$ cat src/rtl/lut_const_div_16bit.sv
// lut_const_div_16bit: divides a 16-bit unsigned dividend by the constant A_CONST (1..255), giving quotient and remainder.
// Latency: result valid 8 cycles after the accepting edge; one op per 10 cycles with out_ready held high.
// Backpressure: accepts only in IDLE; DONE holds out_q/out_r/out_valid unchanged until out_ready.
// Optional feature macro: LUT_DIV_EXACT_EN adds out_exact (R==0 and Q<=255).
module lut_const_div_16bit #(
  parameter int A_CONST = 2
) (
  input  logic        clk,
  input  logic        rst_n,
  input  logic        in_valid,
  output logic        in_ready,
  input  logic [15:0] in_c,
  output logic        out_valid,
  input  logic        out_ready,
  output logic [15:0] out_q,
  output logic [7:0]  out_r
`ifdef LUT_DIV_EXACT_EN
  ,
  output logic        out_exact
`endif
);

  // A divisor outside 1..255 would overflow the 8-bit remainder or divide by zero.
  if (A_CONST < 1 || A_CONST > 255) begin : g_bad_a_const
    $error("lut_const_div_16bit: A_CONST=%0d is outside 1..255", A_CONST);
  end

  // Multiples table: one entry per nonzero radix-4 digit. The largest partial
  // remainder is 4*(A-1)+3 < 1024, so 10 bits cover both P and 3A.
  localparam logic [9:0] M1 = 10'(A_CONST);
  localparam logic [9:0] M2 = 10'(2 * A_CONST);
  localparam logic [9:0] M3 = 10'(3 * A_CONST);

  typedef enum logic [1:0] {
    ST_IDLE = 2'd0,
    ST_CALC = 2'd1,
    ST_DONE = 2'd2
  } state_e;

  state_e      state_q, state_d;
  logic [15:0] d_q, d_d;        // dividend, consumed two bits per digit from the top
  logic [13:0] wq_q, wq_d;      // first seven quotient digits; the eighth goes straight to out_q
  logic [7:0]  r_q, r_d;        // partial remainder, always < A_CONST
  logic [2:0]  cnt_q, cnt_d;    // digit index within CALC
  logic [15:0] oq_q, oq_d;
  logic [7:0]  or_q, or_d;

  logic [9:0]  p;
  logic [9:0]  sub;
  logic [1:0]  k;
  logic [7:0]  r_nxt;

`ifdef LUT_DIV_EXACT_EN
  logic        ex_q, ex_d;
`endif

  // Handshake outputs: ready only in IDLE and never while reset is asserted.
  assign in_ready  = rst_n && (state_q == ST_IDLE);
  assign out_valid = (state_q == ST_DONE);
  assign out_q     = oq_q;
  assign out_r     = or_q;
`ifdef LUT_DIV_EXACT_EN
  assign out_exact = ex_q;
`endif

  // One restoring radix-4 step: pick the largest multiple not exceeding P.
  always_comb begin
    p   = {r_q, d_q[15:14]};
    k   = 2'd0;
    sub = 10'd0;
    if (p >= M3) begin
      k   = 2'd3;
      sub = M3;
    end else if (p >= M2) begin
      k   = 2'd2;
      sub = M2;
    end else if (p >= M1) begin
      k   = 2'd1;
      sub = M1;
    end
    // P - k*A < A <= 255, so the difference always fits the remainder width.
    r_nxt = 8'(p - sub);
  end

  // Next-state and datapath control; everything holds unless the state acts.
  always_comb begin
    state_d = state_q;
    d_d     = d_q;
    wq_d    = wq_q;
    r_d     = r_q;
    cnt_d   = cnt_q;
    oq_d    = oq_q;
    or_d    = or_q;
`ifdef LUT_DIV_EXACT_EN
    ex_d    = ex_q;
`endif
    case (state_q)
      ST_IDLE: begin
        if (in_valid && in_ready) begin
          d_d     = in_c;
          wq_d    = 14'd0;
          r_d     = 8'd0;
          cnt_d   = 3'd0;
          state_d = ST_CALC;
        end
      end
      ST_CALC: begin
        d_d   = {d_q[13:0], 2'b00};
        wq_d  = {wq_q[11:0], k};
        r_d   = r_nxt;
        cnt_d = cnt_q + 3'd1;
        if (cnt_q == 3'd7) begin
          // Publish the finished result on the last digit edge.
          oq_d    = {wq_q, k};
          or_d    = r_nxt;
`ifdef LUT_DIV_EXACT_EN
          ex_d    = (r_nxt == 8'd0) && (wq_q[13:6] == 8'd0);
`endif
          state_d = ST_DONE;
        end
      end
      ST_DONE: begin
        if (out_ready) begin
          state_d = ST_IDLE;
        end
      end
      default: begin
        state_d = ST_IDLE;
      end
    endcase
  end

  // State and datapath registers; reset aborts any operation in flight.
  always_ff @(posedge clk or negedge rst_n) begin
    if (!rst_n) begin
      state_q <= ST_IDLE;
      d_q     <= 16'd0;
      wq_q    <= 14'd0;
      r_q     <= 8'd0;
      cnt_q   <= 3'd0;
      oq_q    <= 16'd0;
      or_q    <= 8'd0;
`ifdef LUT_DIV_EXACT_EN
      ex_q    <= 1'b0;
`endif
    end else begin
      state_q <= state_d;
      d_q     <= d_d;
      wq_q    <= wq_d;
      r_q     <= r_d;
      cnt_q   <= cnt_d;
      oq_q    <= oq_d;
      or_q    <= or_d;
`ifdef LUT_DIV_EXACT_EN
      ex_q    <= ex_d;
`endif
    end
  end

  // Invariants: partial and final remainders stay below the divisor, and a
  // stalled result does not move.
  a_rem_lt_a : assert property (@(posedge clk) disable iff (!rst_n) r_q < 8'(A_CONST));
  a_out_r_lt_a : assert property (@(posedge clk) disable iff (!rst_n)
                                  out_valid |-> (or_q < 8'(A_CONST)));
  a_stall_stable : assert property (@(posedge clk) disable iff (!rst_n)
                                    (out_valid && !out_ready) |=>
                                    (out_valid && $stable(oq_q) && $stable(or_q)));

endmodule

$ cat config.mk
export PLATFORM = sky130hd
export DESIGN_NAME = lut_const_div_16bit
export DESIGN_NICKNAME = d
export VERILOG_FILES = /design/src/rtl/lut_const_div_16bit.sv
export SDC_FILE = /design/constraint.sdc
export NUM_CORES = 1
export LEC_CHECK = 0
export BUFFER_PORTS_ARGS = -buffer_cell sky130_fd_sc_hd__buf_4
export CORE_MARGIN = 2
export CORE_UTILIZATION = 56
export CTS_CLUSTER_SIZE = 28
export DETAILED_ROUTE_END_ITERATION = 10
export GPL_TIMING_DRIVEN = 1
export HOLD_SLACK_MARGIN = 0.15
export PLACE_DENSITY_LB_ADDON = 0.05
export SETUP_SLACK_MARGIN = 0.02
export SYNTH_ARGS = -nofsm -noshare
export SYNTH_HDL_FRONTEND = slang
export SYNTH_SLANG_ARGS = --single-unit
$ cat constraint.sdc
create_clock -name clk -period 3.7 [get_ports clk]
set_input_delay 0.37 -clock clk [delete_from_list [all_inputs] [get_ports clk]]
set_output_delay 0.37 -clock clk [all_outputs]
set_load 0.01 [all_outputs]
# Word level (Yosys, flattened, before mapping)
# Cells that the tools add are included.
[totals] register_bits=67 in_bits=20 out_inout_bits=26 elab_cells=43
[op_classes] addsub=2 magnitude_cmp=3 n_eq_ne=6 n_mux=18 reduce_logical=7
[ops] op="$pmux W16 S2" n=1
[ops] op="$pmux W14 S2" n=1
[ops] op="$ge A10 B3 Y1 const B" n=2
[ops] op="$mux W16" n=1
[ops] op="$mux W8" n=2
[ops] op="$pmux W8 S2" n=1
[ops] op="$mux W14" n=1
[ops] op="$mux W2" n=6
[ops] op="$ge A10 B2 Y1 const B" n=1
[ops] op="$sub A8 B8 Y8" n=1
[ops] op="$mux W3" n=2
[ops] op="$pmux W2 S3" n=1
[ops] op="$pmux W3 S2" n=1
[ops] op="$ne A2 B1 Y1 const B" n=2
[ops] op="$reduce_and A2 Y1" n=2
[ops] op="$add A3 B1 Y3 const B" n=1
[ops] op="$eq A3 B3 Y1 const B" n=1
[ops] op="$reduce_and A3 Y1" n=1
[ops] op="$eq A2 B1 Y1 const B" n=1
[ops] op="$eq A2 B2 Y1 const B" n=1
[ops] op="$logic_and A1 B1 Y1" n=2
[ops] op="$logic_not A2 Y1" n=1
[ops] op="$ne A2 B2 Y1 const B" n=1
[ops] op="$reduce_bool A2 Y1" n=1
[ops] op="$mux W1" n=1

# Depth between registers and ports, before layout
[logic_depth] depth_word=6 mapped_depth=9 ltp_nobuf=8

# Worst setup path before layout
# No wires, ideal clock.
[synth_timing] path_type="register to register" from="register r_q[1]" to="register or_q[4], in the netlist out_r[4]" setup_ns=0.082 arrival_time_ns=2.475 slack_ns=1.143 path_stages_with_launch=9 cell_sequence="dfrtp_1 > buf_6 > or4_4 > nor3_2 > ha_1 > nor2b_1 > clkbuf_1 > or4_2 > a31oi_1"
[synth_via] elab_chain_cells=5 elab_cells_between_ends=7
[synth_lines] item="start: declaration" line_no="43" rtl="logic [7:0] r_q, r_d;"
[synth_lines] item="start signal: assignment" line_no="150" rtl="r_q <= r_d;"
[synth_lines] item="$ge A10 B2 Y1" line_no="77" rtl="end else if (p >= M1) begin"
[synth_lines] item="$mux W2" line_no="77"
[synth_lines] item="$mux W3" line_no="74" rtl="end else if (p >= M2) begin"
[synth_lines] item="$mux W8" line_no="71" rtl="if (p >= M3) begin"
[synth_lines] item="$sub A8 B8 Y8 (*)" line_no="82" rtl="r_nxt = 8'(p - sub);"
[synth_lines] item="end signal: assignment" line_no="153" rtl="or_q <= or_d;"
[synth_lines] item="end: declaration" line_no="46" rtl="logic [7:0] or_q, or_d;"
# Every way passes the cells marked *; elsewhere a longest branch is shown, timed or not.
# A chain may end at the register's enable or synchronous reset.

# Worst setup path in the final report
[layout_timing] from="register r_q[1]" to="register or_q[5], in the netlist out_r[5]"
# The elaborated chain is that of the path after synthesis.

==> run_results.csv <==
group,metric,value,unit
finish,layout.cells.most_common,"dfrtp_1",
synth,synth-edff-count,0,
synth,ys_types,38,
grt,first_global_vias,2117,
setup_path,worstReg2RegEnd,"out_r[5]",
run,drv.max_cap_violation_count,0,
clock_network,hold_buffers,1,
setup_path,critPathMaxFanout,10,
routing,drt-total-wl,5860,µm
floorplanning,num_rows,26,
routing,drt.antenna.violating_nets,0,
clock_network,post_cts.repair.setup_buffers,0,
synth,synth.mux.area_fraction,5.78,%
placement,gp_congestion,0.813,
synth,synth_simple_gate_area_share,18.9,%
routing,detail_route.wl_per_cell,15.1,µm
floorplanning,fp.dieArea,5810,µm²
worst_hold_path,worst_hold_path.num_cells,3,
routing,drt_iter0_markers,105,
timing,finalHoldViolations,0,
setup_path,crit_path_start,"r_q[1]",
setup_path,worst-path-stages,8,
floorplanning,boundaryPins,46,
setup_path,critical_path_buf_inv_count,1,
clock_network,cts_buffer_depth,2,
timing,post-route-min-period,2810,ps
finish,drive_above_1_share,27.3,%
outcome,run_status,"completed",
timing,final.setup.tns,0,ps
timing,unrepaired_setup_endpoints_after_global_routing,"no",
clock_network,tritoncts,"built",
clock_network,clk_transition_reported_paths,70,ps
clock_network,clk_latency,330,ps
synth,synthesis.instances,277,
worst_hold_path,hold_crit_start,"in_c[1]",
grt,antenna_found_initial,0,
setup_path,timing.critical_path.slowest_cell_delay,610,ps
setup_path,crit_slowest_cell,"or4_4",
pwr,max-vdd-ir-drop,471,µV
pwr,cellLeakagePower,1.65,nW
routing,post_dr_vias_cell,5.53,
synth,postSynthAreaPerCell,10.5,µm²
placement,dp.final_hpwl,3870,µm
finish,most-common-layout-cells,"dfrtp_1 (67), buf_4 (51), nand2_1 (42), nand3_1 (19), nor2_1 (19)",
setup_path,worst-setup-path-type,"flop to flop",
setup_path,crit_path_end,"out_r[5]",
synth,synth_top_family_by_area,"simple AND/OR/NAND/NOR gates",
setup_path,timing.critical_path.max_delay_family,"simple AND/OR/NAND/NOR gates",
routing,first_pass_iters,4,
synth,syn_area,2920,µm²
placement,io_buffers,45,
finish,utilization,68.0,%
clock_network,tritoncts.num_buffers,9,
clock_network,cts-htree-levels,3,
setup_path,worst-endpoint-arrival,2980,ps
synth,seq_area_frac_synth,57.4,%
floorplanning,core_outline_area,5070,µm²
setup_path,worst-r2r-cell-count,8,
setup_path,critical_path.reg2reg.startpoint,"r_q[1]",
routing,drc,0,
setup_path,regToRegSetupSlack,890,ps
routing,dr_total_vias,2150,
grt,grt_start_max_net_pins,54,
synth,complex_gate_fraction_of_the_synthesized_area,10.1,%
clock_network,root_buffer,"clkbuf_8",
setup_path,worstPathCellList,"or4_4, a211oi_1, inv_1, ha_1, fa_1, nor3b_1, xnor2_1, o21ai_0",
timing,tightestPinTransition,1090,ps
timing,post-route-period-util,76.0,%
floorplanning,effective_utilization_at_floorplan,57.5,%
grt,grt_first_pass_wirelength,10300,µm
synth,yosysWarnings,0,
floorplanning,die_y,76.2,µm
timing,max_freq,0.356,GHz
synth,top_flip_flop_cell_by_instance_count_after_synthesis,"dfrtp_1",
synth,postSynth.asyncResetShare,100,%
setup_path,worst_ep_required_time,3870,ps
finish,antenna_cells_inserted,0,
pwr,power_per_cell_area,903,nW/µm²
finish,design.final.nets,342,
timing,setup_violations,0,
synth,post_synth_fa_ha_maj_area_fraction,2.40,%
worst_hold_path,min-delay-path-class,"input pin to flop",
synth,xor_and_xnor_area_share_after_synthesis,0.600,%
setup_path,setup.worst_path.end_class,"flop",
timing,skew,8.14,ps
grt,gr-total-overflow,0,
setup_path,start_kind,"flop",
clock_network,clkSinkCount,67,
synth,ys_seq_elements,67,
timing,final-max-slew-violation-count,0,
finish,flow.area_growth_from_synthesis,18.1,%
grt,grt_usage,22.3,%
clock_network,post_cts.resized_instances,0,
synth,post_syn_nets,302,
timing,slew_headroom,27.1,%
floorplanning,die_width,76.2,µm
[flip-flops by register name (all words and copies together) (netlist names)]
signal / cells
wq_q: 14
state_q: 2
d_q: 16
out_q: 16
cnt_q: 3
out_r: 8
r_q: 8
[cells in the mapped netlist, types with 3 or more instances]
cell type	n	area [µm²]
a31oi_1	3	18.8
buf_2	5	25.0
buf_6	3	33.8
clkbuf_1	14	52.6
dfrtp_1	67	1680
ha_1	4	50.1
inv_1	7	26.3
mux2_2	15	169
nand2_1	42	158
nand2b_1	3	18.8
nand3_1	19	95.1
nor2_1	19	71.3
nor3_1	15	75.1
o21ai_0	11	55.1
o22ai_1	14	87.6
o2bb2ai_1	4	35.0
o31ai_1	3	22.5
[kinds of logic (layout without fill, tap and decap cells)]
family                     Yosys count  after routing
and+or+nand+nor                    114            114
DFF                                 67             67
AOI/OAI and AO/OA                   44             44
buffers and inverters               30             72
muxes                               15             15
adders and majority gates            5              5
xor gates and xnor gates             2              2
[metrics by stage]
stage                     std cells  setup WS (ps)  hold WS, ps  power [W]  area (µm²)
after floorplan                 277           1140         74.4    0.00219        2920
after global placement          375            990          247    0.00257        3280
after detailed placement        375            936          250    0.00262        3280
after CTS                       389            897          217    0.00313        3450
after global routing            389            694          225    0.00336        3450
final                           389            890          224    0.00311        3450
[worst register-to-register path, stage by stage (launching register included)]
cell	delay, ps
dfrtp_1	480
or4_4	610
a211oi_1	320
inv_1	80
ha_1	220
fa_1	470
nor3b_1	200
xnor2_1	180
o21ai_0	90
[layer usage]
layer / wire [µm] / track usage, % / vias up
li1: - / - / 1050
met1: 2900 / 32.4 / 1031
met2: 2630 / 33.3 / 60
met3: 243 / 4.50 / 9
met4: 88 / 8.91 / 0
met5: 0 / 0 / -
[worst min-delay path by stage]
| stage | to | slack, ps |
|---|---|---|
| detailed placement | r_q[0] | 250 |
| finish | d_q[1] | 220 |
| CTS | d_q[1] | 220 |
| floorplan | cnt_q[0] | 70 |
| global placement | r_q[0] | 250 |
| global route | d_q[0] | 220 |
[power breakdown]
group / switching, W / internal (W) / total [W]
Clock: 0.000256 / 0.000248 / 0.000504
Sequential: 0.000249 / 0.00108 / 0.00133
Combinational: 0.000681 / 0.000604 / 0.00129
[layout make-up]
type / count / area, µm²
clock buffer: 10 / 138
clock inverter: 3 / 17.5
fill: 417 / 1630
inverter: 7 / 26.3
multi-input combinational: 180 / 1110
sequential: 67 / 1680
tap: 70 / 87.6
timing repair buffer: 52 / 393
Note: power is estimated with default switching activity, not from simulation.
